## src/rtl/gate_truth_sequencer.sv

```systemverilog
// Self-test sequencer for a 2-input gate: sweeps {a,b} through 00..11, samples c
// against EXP_TABLE, and reports pass / per-combination fail vector / error count.
// Optional build macro GATE_SEQ_LOOP_EN: holding start at the end of a sweep
// restarts it immediately and accumulates results across sweeps.
//
// state | meaning
// IDLE  | waiting for start; results and last {a,b} held
// RUN   | sweeping combinations, sampling c in the last held cycle
// DONE  | one-cycle done pulse, then back to IDLE
module gate_truth_sequencer #(
   parameter int unsigned HOLD_CYCLES = 4,
   parameter logic [3:0]  EXP_TABLE   = 4'b0001
) (
   input  logic       clk,
   input  logic       rst_n,
   input  logic       start,
   input  logic       c,
   output logic       a,
   output logic       b,
   output logic       busy,
   output logic       done,
   output logic       pass,
   output logic [2:0] err_count,
   output logic [3:0] fail_vec
);

   typedef enum logic [1:0] {
      IDLE = 2'd0,
      RUN  = 2'd1,
      DONE = 2'd2
   } state_t;

   localparam logic [3:0] HOLD_LAST = 4'(HOLD_CYCLES - 1);

   state_t     state, state_nxt;
   logic [1:0] idx, idx_nxt;
   logic [3:0] hold_cnt, hold_nxt;
   logic       busy_nxt, done_nxt, pass_nxt;
   logic [2:0] err_nxt;
   logic [3:0] fail_nxt;
   logic       sample;
   logic       miss;
   logic       wrap;

   always_ff @(posedge clk) begin
      if (!rst_n) begin
         state     <= IDLE;
         idx       <= 2'd0;
         hold_cnt  <= 4'd0;
         busy      <= 1'b0;
         done      <= 1'b0;
         pass      <= 1'b0;
         err_count <= 3'd0;
         fail_vec  <= 4'd0;
      end else begin
         state     <= state_nxt;
         idx       <= idx_nxt;
         hold_cnt  <= hold_nxt;
         busy      <= busy_nxt;
         done      <= done_nxt;
         pass      <= pass_nxt;
         err_count <= err_nxt;
         fail_vec  <= fail_nxt;
      end
   end

   assign sample = (hold_cnt == HOLD_LAST);
   assign miss   = (c != EXP_TABLE[idx]);

`ifdef GATE_SEQ_LOOP_EN
   assign wrap = start;
`else
   assign wrap = 1'b0;
`endif

   always_comb begin
      state_nxt = state;
      idx_nxt   = idx;
      hold_nxt  = hold_cnt;
      busy_nxt  = busy;
      done_nxt  = 1'b0;
      pass_nxt  = pass;
      err_nxt   = err_count;
      fail_nxt  = fail_vec;

      case (state)
         IDLE: begin
            if (start) begin
               state_nxt = RUN;
               idx_nxt   = 2'd0;
               hold_nxt  = 4'd0;
               busy_nxt  = 1'b1;
               pass_nxt  = 1'b0;
               err_nxt   = 3'd0;
               fail_nxt  = 4'd0;
            end
         end

         RUN: begin
            hold_nxt = hold_cnt + 4'd1;
            if (sample) begin
               // saturating add only matters when sweeps accumulate back to back
               if (miss) begin
                  fail_nxt[idx] = 1'b1;
                  if (err_count != 3'd7)
                     err_nxt = err_count + 3'd1;
               end
               hold_nxt = 4'd0;
               if (idx != 2'd3) begin
                  idx_nxt = idx + 2'd1;
               end else if (wrap) begin
                  idx_nxt  = 2'd0;
                  done_nxt = 1'b1;
                  pass_nxt = (err_nxt == 3'd0);
               end else begin
                  state_nxt = DONE;
                  busy_nxt  = 1'b0;
                  done_nxt  = 1'b1;
                  pass_nxt  = (err_nxt == 3'd0);
               end
            end
         end

         DONE: begin
            state_nxt = IDLE;
         end

         default: begin
            state_nxt = IDLE;
            busy_nxt  = 1'b0;
         end
      endcase
   end

   assign a = idx[1];
   assign b = idx[0];

endmodule

```

## config.mk

```make
export PLATFORM = sky130hd
export DESIGN_NAME = gate_truth_sequencer
export DESIGN_NICKNAME = d
export VERILOG_FILES = /design/src/rtl/gate_truth_sequencer.sv
export SDC_FILE = /design/constraint.sdc
export NUM_CORES = 1
export LEC_CHECK = 0
export BUFFER_PORTS_ARGS = -buffer_cell sky130_fd_sc_hd__buf_2
export CAP_MARGIN = 30
export CORE_MARGIN = 2
export CORE_UTILIZATION = 55
export CTS_BUF_LIST = sky130_fd_sc_hd__clkbuf_8
export DETAILED_ROUTE_END_ITERATION = 8
export GPL_ROUTABILITY_DRIVEN = 0
export GPL_TIMING_DRIVEN = 0
export PLACE_DENSITY_LB_ADDON = 0.25
export SYNTH_ARGS = -nofsm -noshare
export SYNTH_HDL_FRONTEND = slang
export SYNTH_SLANG_ARGS = --single-unit
```

## constraint.sdc

```tcl
create_clock -name clk -period 5.1 [get_ports clk]
set_input_delay 1.53 -clock clk [delete_from_list [all_inputs] [get_ports clk]]
set_output_delay 1.53 -clock clk [all_outputs]
set_load 0.005 [all_outputs]
```

---- Word level (Yosys, flattened, before mapping) ----
Index checks and enable logic that the tools add are counted.
W data, S select, Z words.
storage, ports and cells
  output and inout port bits .............. 12
  register bits after elaboration ......... 18
  word-level logic and storage cells ...... 72
cells by class
  bitwise gates (word level) .............. 2
  reduce and logical (&&, ||, !) cells .... 12
  magnitude comparators ................... 2
  add/sub/neg operators ................... 3
  equal/unequal tests ..................... 11
  muxes and demuxes ....................... 34
operators with widths
  cell                   count
  $mux W3                6
  $mux W4                4
  $pmux W4 S2            2
  $reduce_and A4 Y1      4
  $mux W2                6
  $ne A2 B2 Y1 const B   6
  $mux W1                9
  $reduce_and A3 Y1      3
  $pmux W2 S2            2
  $pmux W3 S2            1
  $add A4 B1 Y4 const B  1
  $eq A4 B2 Y1 const B   1
  $or A4 B4 Y4           1
  $add A3 B1 Y3 const B  1
  $logic_not A3 Y1       1
  $lt A2 B3 Y1 const B   1
  $ne A3 B3 Y1 const B   1
  $pmux W1 S3            1
  $add A2 B1 Y2 const B  1
  $bmux W1 S2            1
  $demux W1 S2           1
  $eq A2 B1 Y1 const B   1
  $eq A2 B2 Y1 const B   1
  $ge A2 B1 Y1 const B   1
  other kinds (7)        7

---- Depth between registers and ports, before layout ----
Gate-level depths: netlist (run 1).
  depth after elaboration ................. 10
  depth in mapped cells ................... 6
  depth with buffers taken out ............ 6

---- Least setup slack after synthesis (run 1) ----
OpenSTA, ideal clock, no wires.
  kind .................................... input to register
  start point ............................. input port start
  end point ............................... register pass
  buffers on the path ..................... 0
  arrival time ............................ 2512 ps
  slack ................................... 2473 ps
  cell stages on the path ................. 4
  data required time ...................... 4985 ps
  library setup time ...................... 115 ps
  cells stage by stage .................... or3b_2 o31a_1 and3_2 a31o_1
between the ends
  longest elaborated chain between the ends .. 2
RTL lines
  item                                line  source
  start: declaration                  16    input logic start,
  $ne A2 B2 Y1 (no source line)       --
  $reduce_and A4 Y1 (no source line)  --
  end signal: assignment              61    pass <= pass_nxt;
  end: declaration                    22    output logic pass,
No other way between the ends.
A chain may end at the register's enable or synchronous reset.

---- Worst setup path after layout (run 1) ----
  start point ............................. input port c
  end point ............................... register err_count[0]
between the ends
  longest elaborated chain between the ends .. 6
RTL lines
  item                    line  source
  start: declaration      17    input logic c,
  $ne A1 B1 Y1            68    assign miss = (c != EXP_TABLE[idx]);
  $mux W3                 103   if (miss) begin
  $mux W3                 101   if (sample) begin
  $mux W3                 86    case (state)
  $mux W3                 101
  $pmux W3 S2             86
  end signal: assignment  62    err_count <= err_nxt;
  end: declaration        23    output logic [2:0] err_count,
No other way between the ends. The select of a mux whose other input is x is not followed.

==> metrics.md, run 1 <==
| Metric | Value |
|---|---|
| Most frequent cell after synthesis | dfxtp_1 |
| Worst Hold Margin | between 0.4 and 0.5 ns |
| Area contributors post-synth | dfxtp_1 (39%), ha_1 (8.1%), nor2b_1 (3.4%), a32o_1 (3.2%), a21boi_0 (3.2%) |
| Die W | 45.0 um |
| Initial core utilization | 60.1% |
| Initial antenna violation count | 0 |
| Clk root buf | clkbuf_8 |
| Core ar. | 1540 um^2 |
| Clock sink count | 18 |
| Crit start category | input port |
| Pin count of the biggest net entering global routing | 11 |
| NumNets Final | 129 |
| Grt met1 use | 29.6% |
| Clock power frac | 41.0% |
| Fmax | 387 MHz |
| Placed cells | 130 |
| Sequential share of the synthesized area | 38.9% |
| Synth Flop Type | dfxtp_1 |
| Layout cells sized above 1 | 23.7% |
| Synth async-reset ratio | 0% |
| Total gr overflow | 0 |
| M3 GR Usage | between 3 and 4% |
| Detailed Route WL | 1990 um |
| Clock transition at path regs | 0.07 ns |
| Yosys warning count | 0 |
| N_diodes | 0 |
| Reg2Reg Depth | 6 |
| Crit path kind | input port to flop |
| First-pass GRT wire length | between 3000 and 4000 um |
| Worst Path Max Fanout | 8 |
| Syn nets | 109 |
| Worst R2R Setup Slack | around 3.2 ns |
| Critical path arrival | 2.74 ns |
| Final antenna-violating net count | 0 |
| Post-synthesis cell area | ~930 um^2 |
| Pwr dens | roughly 270 nW/um^2 |
| Pleak | 0.453 nW |
| Hold_buf cts | 0 |
| Cell-internal power | 0.000223 W |
| Vias per cell | 6.02 |
| Post-synth top area share | 38.9% |
| Post-CTS Resized | 0 |
| Synthesized area per cell | 9.35 um^2 |
| Final Hold Vio Count | 0 |
| Clk_skew | 0.00172 ns |
| Setup Viol. Count Final | 0 |
| Inserted Clock Buffers | 3 |
| Mapped Cells | 99 |
| Slew Viols, Final | 0 |
| Vias in the first global route | roughly 720 |
| I/O pin cnt | 16 |
| Worst Path Required | ~5.3 ns |
| Routed vias | 807 |
| Initial DRC Count | 27 |
| Commonest cells post-synth | dfxtp_1 (18), nand2_1 (8), nor2_1 (7), ha_1 (6), nor2b_1 (5) |
| H-tree Lvls | 1 |
| Crit Reg-Reg Endpoint | err_count[0]$_SDFFE_PN0P_ |
| Height of the die | 45.0 um |
| HP Class | flop to flop |
| Max VDD drop | 0.175 mV |
| Busiest grt layer | met2 |
| Normalized max-slew margin | between 60% and 70% |
| Period utilisation layout | 50.7% |
| Area of the multi-input gates | 538 um^2 |
| Reg area | about 360 um^2 |
| Detailed Place HPWL | 1380 um |
| Switching share of power | roughly a quarter |
| Row Count | 14 |
| CP endpoint kind | flop |
| Net Sw Power | approximately 0.000068 W |
| Run status | complete, no violations |
| Setup bufs post-CTS | 0 |
| Synth cell types | 38 |
| Leading area contributor after synthesis | dfxtp_1 |
| Total GRT Usage | a little under a quarter |
| Comb power frac | under 10% |
| Non-Filler Instances | roughly 130 |
| Grt met2 use | 35.7% |
| Drt first pass iters | 4 |
| Drc violations | 0 |
| Crit path launch | c |
| Clock latency on the worst-skew pair | 0.26 ns |
| Worst setup path endpoint | err_count[0]$_SDFFE_PN0P_ |
| Number of max-cap violations | 0 |
| Port Buffer Count | 15 |
| Fillers | approximately 120 |
| Flops & latches, synth | 18 |
| Crit path time final | roughly 2.6 ns |
| P&R area growth vs syn | 16.2% |
| Longest Clk Path Bufs | 2 |
| Sequential Power Share | 50.1% |
| WL/cell | 14.9 um |
| EDFF count, synth | 0 |
| Setup tns final | 0 ns |
| Die ar. | 2030 um^2 |
| Tightest Pin Transition | between 0.5 and 0.6 ns |
| CTS tree | yes |
| Reg-to-Reg Start | idx[0]$_SDFFE_PN0P_ |
| RSZ-0062 raised after global routing | no |
[critical path: stages]
cell and delay [ns]:
buf_2 0.10, xor2_1 0.49, nand4_1 0.22, and3_1 0.23, o21a_1 0.17
[flip-flops by register name, summed over array words and instances, names as in the netlist]
| register | count |
|---|---|
| err_count | 3 |
| pass | 1 |
| state | 2 |
| hold_cnt | 4 |
| done | 1 |
| idx | 2 |
| fail_vec | 4 |
| busy | 1 |
[cell type report]
type                    instances  area share, %
clock buffers                   4           5.12
flip-flops and latches         18           33.5
inverters                       4           1.40
multi-input cells              74           50.0
well taps                      16           1.86
repair buffers                 15           6.98
plain buffers                   3           1.16
[layout by cell type, fill, tap and decap left out, drive strengths merged]
cell type and count:
nand2 8, nor2 7, a32oi 1, nor3 1, buf 16, mux2 1
o21ba 2, a21oi 2, nor4 1, inv 4, a31oi 2, nand3 2
or3b 2, a311oi 1, and3 4, o21a 2, nor2b 5, nor3b 2
o31a 1, clkbuf 6, o21ai 1, and2 1, a22oi 1, ha 6
a31o 1, o21bai 2, a32o 3, o311a 1, a21boi 4, o311ai 1
xor2 2, dfxtp 18, nand3b 3, nand4 2, nand2b 1, and4bb 1
[cells by family (layout without fill, tap and decap cells)]
| logic type | Yosys count | count (layout) | share of synthesized area [%] |
|---|---|---|---|
| compound gates | 25 | 25 | 22.3 |
| buf+inv | 7 | 26 | 2.97 |
| mux | 1 | 1 | 1.22 |
| simple gates | 40 | 40 | 24.6 |
| xor+xnor | 2 | 2 | 1.89 |
| flops | 18 | 18 | 38.9 |
| fa+ha+maj | 6 | 6 | 8.11 |
[power by group through the flow]
stage / Sequential (W) / Combinational, W / Clock, W
finish: 0.000145 / 0.0000257 / 0.000119
detailed placement: 0.000149 / 0.0000249 / 0
CTS: 0.000145 / 0.0000253 / 0.000119
floorplan: 0.000149 / 0.0000171 / 0
global placement: 0.000148 / 0.0000246 / 0
global route: 0.000146 / 0.0000284 / 0.000125
[per-layer routing]
layer | share of wire (%) | wire (um) | up-vias
li1 | - | - | 399
met2 | 47 | 926 | 19
met1 | 48 | 962 | 384
met5 | 0 | 0 | -
met4 | 2.1 | 42 | 0
met3 | 2.9 | 57 | 5
[through the flow]
step           area, um^2  total power, W  worst slack [ns]  util, %
5_1_grt              1080        0.000299              2.40     69.8
4_1_cts              1080        0.000290              2.53     69.8
3_3_place_gp         1020        0.000173              2.28     66.2
3_5_place_dp         1020        0.000173              2.27     66.2
6_report             1080        0.000290              2.51     69.8
2_1_floorplan         926        0.000166              2.47        -
[how the worst min path moves through the flow]
| stage | start | endpoint | slack (ns) | cells after the start |
|---|---|---|---|---|
| final | fail_vec[1]$_SDFFE_PN0P_ | fail_vec[1]$_SDFFE_PN0P_ | 0.46 | 1 |
| after global routing | fail_vec[1]$_SDFFE_PN0P_ | fail_vec[1]$_SDFFE_PN0P_ | 0.50 | 1 |
| after CTS | fail_vec[1]$_SDFFE_PN0P_ | fail_vec[1]$_SDFFE_PN0P_ | 0.47 | 1 |
| after detailed placement | fail_vec[1]$_SDFFE_PN0P_ | fail_vec[1]$_SDFFE_PN0P_ | 0.45 | 1 |
| after global placement | fail_vec[1]$_SDFFE_PN0P_ | fail_vec[1]$_SDFFE_PN0P_ | 0.44 | 1 |
| after floorplan | fail_vec[0]$_SDFFE_PN0P_ | fail_vec[0]$_SDFFE_PN0P_ | 0.46 | 2 |
(Power assumes the default switching activity.)
==> run 2: changes to the inputs <==
- CORE_UTILIZATION: 55 -> 51
- clock period: 5.1 -> 2.21 ns (I/O delays scaled with it)
==> run 2 against run 1 <==
  * Global-route usage shrank 2.9 points
  * Register-to-register slack worse by 2.9 ns
  * Power increased by 130%
  * Critical endpoint unchanged
  * Largest power group unchanged
==> metrics.md, run 2 (synthesis results as in run 1) <==
| Metric | Value |
|---|---|
| Run status | complete, no violations (unchanged) |
| Pleak | 0.453 nW (unchanged) |
| Grt met2 use | 30.6% (was 35.7%) |
| Normalized max-slew margin | 61.1% (was 60.6%) |
| Period utilisation layout | around 90% |
| Min setup slack post-route | 0.255 ns (was 2.51 ns) |
| N_diodes | 0 (unchanged) |
| Initial antenna violation count | 0 (unchanged) |
| Worst Path Max Fanout | 8 (unchanged) |
| Setup bufs post-CTS | 0 (unchanged) |
| Cell-internal power | 0.000513 W (was 0.000223 W) |
| Switching share of power | 22.0% (was 23.3%) |
| Row Count | 15 (was 14) |
| RSZ-0062 raised after global routing | no (unchanged) |
| NumNets Final | 129 (unchanged) |
| Design Area, Final | 1090 um^2 (was 1080 um^2) |
| Clk_skew | 0.00429 ns (was 0.00172 ns) |
| Non-Filler Instances | 143 (was 134) |
| Routed vias | 816 (was 807) |
| Slew Viols, Final | 0 (unchanged) |
| Final antenna-violating net count | 0 (unchanged) |
| Crit start category | flop (was input port) |
| Detailed Route WL | 1910 um (was 1990 um) |
| Worst setup path endpoint | err_count[0]$_SDFFE_PN0P_ (unchanged) |
| Crit Reg-Reg Endpoint | err_count[0]$_SDFFE_PN0P_ (unchanged) |
| Initial DRC Count | 20 (was 27) |
| Worst R2R Setup Slack | 0.25 ns (was 3.15 ns) |
| Clk root buf | clkbuf_8 (unchanged) |
| Reg2Reg Depth | 6 (unchanged) |
| P&R area growth vs syn | 17.4% (was 16.2%) |
| Vias in the first global route | 696 (was 716) |
| H-tree Lvls | 1 (unchanged) |
| WL/cell | 13.3 um (was 14.9 um) |
| Height of the die | 46.6 um (was 45.0 um) |
| Clock latency on the worst-skew pair | 0.25 ns (was 0.26 ns) |
| Setup Viol. Count Final | 0 (unchanged) |
| Clock power frac | 40.2% (was 41.0%) |
| Tightest Pin Transition | 0.582 ns (was 0.589 ns) |
| Die ar. | 2170 um^2 (was 2030 um^2) |
| Final Hold Vio Count | 0 (unchanged) |
| Placed Area | 1030 um^2 (was 1020 um^2) |
| Crit path kind | flop to flop (was input port to flop) |
| Top flop regs | fail_vec: 4 flops, hold_cnt: 4 flops, err_count: 3 flops (unchanged) |
| Pwr dens | 605 nW/um^2 (was 270 nW/um^2) |
| Drt first pass iters | 4 (unchanged) |
| Total gr overflow | 0 (unchanged) |
| Hold_buf cts | 0 (unchanged) |
| Worst Path Required | 2.36 ns (was 5.26 ns) |
| Fmax | 511 MHz |
| Net Sw Power | 0.000145 W (was 0.0000676 W) |
| Port Buffer Count | 15 (unchanged) |
| Die W | 46.6 um (was 45.0 um) |
| Core ar. | 1710 um^2 (was 1540 um^2) |
| Pre-CTS setup slack | 0.232 ns (was 2.27 ns) |
| Comb power frac | 8.8% (was 8.9%) |
| CP endpoint kind | flop (unchanged) |
| HP Class | flop to flop (unchanged) |
| Layout cells sized above 1 | 23.7% (unchanged) |
| Max VDD drop | 0.379 mV (was 0.175 mV) |
| First-pass GRT wire length | 3040 um (was 3280 um) |
| Placed cells | 139 (was 130) |
| Most common cell after layout, fill and taps aside | dfxtp_1 (unchanged) |
| Inserted Clock Buffers | 3 (unchanged) |
| Crit path time final | 1.96 ns |
| Sequential Power Share | 51.0% (was 50.1%) |
| Clock transition at path regs | 0.07 ns (about the same) |
| Total GRT Usage | 19.8% (was 22.7%) |
| M3 GR Usage | 2.35% (was 3.60%) |
| Pin count of the biggest net entering global routing | 11 (unchanged) |
| Number of max-cap violations | 0 (unchanged) |
| Drc violations | 0 (unchanged) |
| Longest Clk Path Bufs | 2 (unchanged) |
| Reg-to-Reg Start | idx[0]$_SDFFE_PN0P_ (unchanged) |
| Vias per cell | 5.71 (was 6.02) |
| I/O pin cnt | 16 (unchanged) |
| Grt met1 use | 27.0% (was 29.6%) |
| Setup tns final | 0 ns (unchanged) |
| Initial core utilization | 54.2% (was 60.1%) |
| Clock sink count | 18 (unchanged) |
| Most frequent cells in the layout | dfxtp_1 (18), buf_2 (16), nand2_1 (8), nor2_1 (7), ha_1 (6) (unchanged) |
| Detailed Place HPWL | 1390 um (was 1380 um) |
| Crit path launch | idx[0]$_SDFFE_PN0P_ (was c) |
| CTS tree | yes (unchanged) |
| Post-CTS Resized | 0 (unchanged) |
| Busiest grt layer | met2 (unchanged) |
| Critical path arrival | 2.10 ns (was 2.74 ns) |
==> run 2: power groups by stage <==
stage | Sequential [W] | Combinational (W) | Clock (W)
floorplan | 0.000343 | 0.0000394 | 0
global placement | 0.000343 | 0.0000565 | 0
detailed placement | 0.000343 | 0.0000571 | 0
CTS | 0.000336 | 0.0000576 | 0.000270
global route | 0.000336 | 0.0000641 | 0.000279
finish | 0.000336 | 0.0000581 | 0.000264
==> run 2: critical path: stages (launching register included) <==
cell and delay, ns:
dfxtp_1 0.40, inv_1 0.10, ha_1 0.21, xor2_1 0.50, nand4_1 0.24, and3_1 0.23, o21a_1 0.18
==> run 2: layout make-up <==
type / instances / area, um^2
Sequential cell: 18 / 360
Fill cell: 152 / 621
Inverter: 4 / 15.0
Timing Repair Buffer: 15 / 75.1
Clock buffer: 4 / 55.1
Buffer: 3 / 12.5
Tap cell: 25 / 31.3
Multi-Input combinational cell: 74 / 538
==> run 2: metal layers <==
metal  up-vias  part of all wire (%)
li1        401                     -
met1       396                    47
met2        17                    48
met3         2                   4.0
met4         0                  0.58
met5         -                     0
==> run 2: worst min path at each step <==
| stage | endpoint | start | slack, ns | cells past startpoint |
|---|---|---|---|---|
| 6_report | fail_vec[3]$_SDFFE_PN0P_ | fail_vec[3]$_SDFFE_PN0P_ | 0.47 | 1 |
| 3_3_place_gp | fail_vec[2]$_SDFFE_PN0P_ | fail_vec[2]$_SDFFE_PN0P_ | 0.44 | 1 |
| 5_1_grt | fail_vec[0]$_SDFFE_PN0P_ | fail_vec[0]$_SDFFE_PN0P_ | 0.49 | 2 |
| 4_1_cts | fail_vec[0]$_SDFFE_PN0P_ | fail_vec[0]$_SDFFE_PN0P_ | 0.48 | 2 |
| 3_5_place_dp | fail_vec[1]$_SDFFE_PN0P_ | fail_vec[1]$_SDFFE_PN0P_ | 0.46 | 1 |
| 2_1_floorplan | fail_vec[0]$_SDFFE_PN0P_ | fail_vec[0]$_SDFFE_PN0P_ | 0.46 | 2 |
==> run 2: per-stage QoR <==
stage | total power, W | hold WS (ns) | utilization (%)
2_1_floorplan | 0.000382 | 0.461 | -
3_5_place_dp | 0.000400 | 0.464 | 60.4
5_1_grt | 0.000679 | 0.491 | 63.7
4_1_cts | 0.000663 | 0.479 | 63.7
6_report | 0.000658 | 0.475 | 63.7
3_3_place_gp | 0.000399 | 0.444 | 60.4
==> run 3: changes to the inputs <==
- CORE_MARGIN: 2 -> default
- CORE_UTILIZATION: 51 -> 30
==> run 3 against run 2 <==
  * The flow now finishes with violations (design-rule violations)
  * Utilization fell by 25 points
  * Sequential power barely moved
  * Via count fell by 4.3%
  * Count of clock-buffer cells in the layout did not move
  * Highest routed layer unchanged
==> metrics.md, run 3 (synthesis results as in run 1) <==
| Metric | Value |
|---|---|
| Run status | complete, but fails checks (was complete, no violations) |
| Violated checks | design-rule violations |
| Die ar. | 3310 um^2 (was 2170 um^2) |
| Reg-to-Reg Start | idx[1]$_SDFFE_PN0P_ (was idx[0]$_SDFFE_PN0P_) |
| Row Count | 19 (was 15) |
| Vias per cell | 5.24 (was 5.71) |
| Detailed Place HPWL | 1470 um (was 1390 um) |
| Drt first pass iters | 6 (was 4) |
| HP Class | flop to flop (unchanged) |
| Normalized max-slew margin | 58.5% (was 61.1%) |
| Post-CTS Resized | 0 (unchanged) |
| Fmax | 509 MHz (was 511 MHz) |
| Slew Viols, Final | 0 (unchanged) |
| Clk_skew | 0.00315 ns (was 0.00429 ns) |
| Clk root buf | clkbuf_8 (unchanged) |
| H-tree Lvls | 1 (unchanged) |
| Final Hold Vio Count | 0 (unchanged) |
| Critical path arrival | 2.12 ns (was 2.10 ns) |
| P&R area growth vs syn | 18.2% (was 17.4%) |
| Most common cell after layout, fill and taps aside | dfxtp_1 (unchanged) |
| Number of max-cap violations | 0 (unchanged) |
| Period utilisation layout | 88.9% (was 88.5%) |
| Top flop regs | fail_vec: 4 flops, hold_cnt: 4 flops, err_count: 3 flops (unchanged) |
| Detailed Route WL | 1990 um (was 1910 um) |
| Pin count of the biggest net entering global routing | 11 (unchanged) |
| Worst Hold Margin | 0.463 ns (was 0.475 ns) |
| Crit path time final | 1.96 ns (about the same) |
| Die W | 57.6 um (was 46.6 um) |
| Core ar. | 2830 um^2 (was 1710 um^2) |
| Clock transition at path regs | 0.07 ns (about the same) |
| Initial DRC Count | 16 (was 20) |
| Vias in the first global route | 677 (was 696) |
| Clock sink count | 18 (unchanged) |
| Reg2Reg Depth | 6 (unchanged) |
| Hold_buf cts | 0 (unchanged) |
| Drc violations | 2 (was 0) |
| RSZ-0062 raised after global routing | no (unchanged) |
| Clock latency on the worst-skew pair | 0.26 ns (was 0.25 ns) |
| CTS tree | yes (unchanged) |
| Height of the die | 57.6 um (was 46.6 um) |
| Port Buffer Count | 15 (unchanged) |
| Most frequent cells in the layout | dfxtp_1 (18), buf_2 (16), nand2_1 (8), nor2_1 (7), ha_1 (6) (unchanged) |
| Initial antenna violation count | 0 (unchanged) |
| Setup tns final | 0 ns (unchanged) |
| Worst R2R Setup Slack | 0.25 ns (about the same) |
| Layout cells sized above 1 | 23.7% (unchanged) |
| Max VDD drop | 0.224 mV (was 0.379 mV) |
| Final antenna-violating net count | 0 (unchanged) |
| Crit start category | flop (unchanged) |
| First-pass GRT wire length | 3240 um (was 3040 um) |
| Total GRT Usage | 13.5% (was 19.8%) |
| Crit path kind | flop to flop (unchanged) |
| Pleak | 0.453 nW (unchanged) |
| Final core occ | 38.7% (was 63.7%) |
| I/O pin cnt | 16 (unchanged) |
| Fillers | 299 (was 152) |
| WL/cell | 13.4 um (was 13.3 um) |
| Worst Path Required | 2.36 ns (about the same) |
| Longest Clk Path Bufs | 2 (unchanged) |
| Worst Path Max Fanout | 8 (unchanged) |
| Crit path launch | idx[1]$_SDFFE_PN0P_ (was idx[0]$_SDFFE_PN0P_) |
| Setup Viol. Count Final | 0 (unchanged) |
| Routed vias | 781 (was 816) |
| Pwr dens | 611 nW/um^2 (was 605 nW/um^2) |
| Crit Reg-Reg Endpoint | err_count[0]$_SDFFE_PN0P_ (unchanged) |
| Inserted Clock Buffers | 3 (unchanged) |
| Initial core utilization | 32.7% (was 54.2%) |
| Worst setup path endpoint | err_count[0]$_SDFFE_PN0P_ (unchanged) |
| N_diodes | 0 (unchanged) |
| NumNets Final | 129 (unchanged) |
| CP endpoint kind | flop (unchanged) |
| Tightest Pin Transition | 0.620 ns (was 0.582 ns) |
| Setup bufs post-CTS | 0 (unchanged) |
| Total gr overflow | 0 (unchanged) |
[run 3: cell counts in the layout (fill, tap and decap cells not counted)]
No cell type changed its count.
[run 3: worst max-delay path: stages, from the launching register on]
cell     delay (ns)
dfxtp_1        0.39
inv_1          0.08
ha_1           0.23
xor2_1         0.53
nand4_1        0.22
and3_1         0.23
o21a_1         0.17
[run 3: through the flow]
step / worst slack, ns / cell area [um^2] / cells / power, W
6_report: 0.245 / 1090 / 149 / 0.000668
3_3_place_gp: 0.210 / 1040 / 145 / 0.000401
2_1_floorplan: 0.440 / 926 / 99 / 0.000382
5_1_grt: 0.0596 / 1090 / 149 / 0.000709
3_5_place_dp: 0.209 / 1040 / 145 / 0.000401
4_1_cts: 0.252 / 1090 / 149 / 0.000677
[run 3: per-layer routing]
| metal | track usage, % | part of all wire, % | vias to the layer above |
|---|---|---|---|
| li1 | - | - | 404 |
| met1 | 17.2 | 51 | 361 |
| met2 | 19.9 | 43 | 12 |
| met3 | 2.72 | 3.3 | 4 |
| met4 | 10.5 | 2.9 | 0 |
| met5 | 0 | 0 | - |
[run 3: worst min path at each step]
stage               cells after the start  slack (ns)                      from                  endpoint
finish                                  1        0.46  fail_vec[1]$_SDFFE_PN0P_  fail_vec[1]$_SDFFE_PN0P_
CTS                                     1        0.47  fail_vec[1]$_SDFFE_PN0P_  fail_vec[1]$_SDFFE_PN0P_
global placement                        1        0.45  fail_vec[1]$_SDFFE_PN0P_  fail_vec[1]$_SDFFE_PN0P_
floorplan                               2        0.46  fail_vec[0]$_SDFFE_PN0P_  fail_vec[0]$_SDFFE_PN0P_
detailed placement                      1        0.45  fail_vec[1]$_SDFFE_PN0P_  fail_vec[1]$_SDFFE_PN0P_
global route                            1        0.49  fail_vec[1]$_SDFFE_PN0P_  fail_vec[1]$_SDFFE_PN0P_
[run 3: final cells by class]
cell class	count	area, um^2	share of cell area (%)
multi-input cells	74	538	49.1
repair buffers	15	75.1	6.86
plain buffers	3	12.5	1.14
clock buffers	4	55.1	5.03
inverters	4	15.0	1.37
well taps	31	38.8	3.54
flip-flops and latches	18	360	32.9
[run 3: power breakdown]
| part | internal (W) | switching [W] | total, W | leakage, nW |
|---|---|---|---|---|
| clock network | 0.000158 | 0.000117 | 0.000275 | 0.0288 |
| registers | 0.000331 | 0.00000446 | 0.000336 | 0.146 |
| logic | 0.0000238 | 0.0000341 | 0.0000578 | 0.278 |
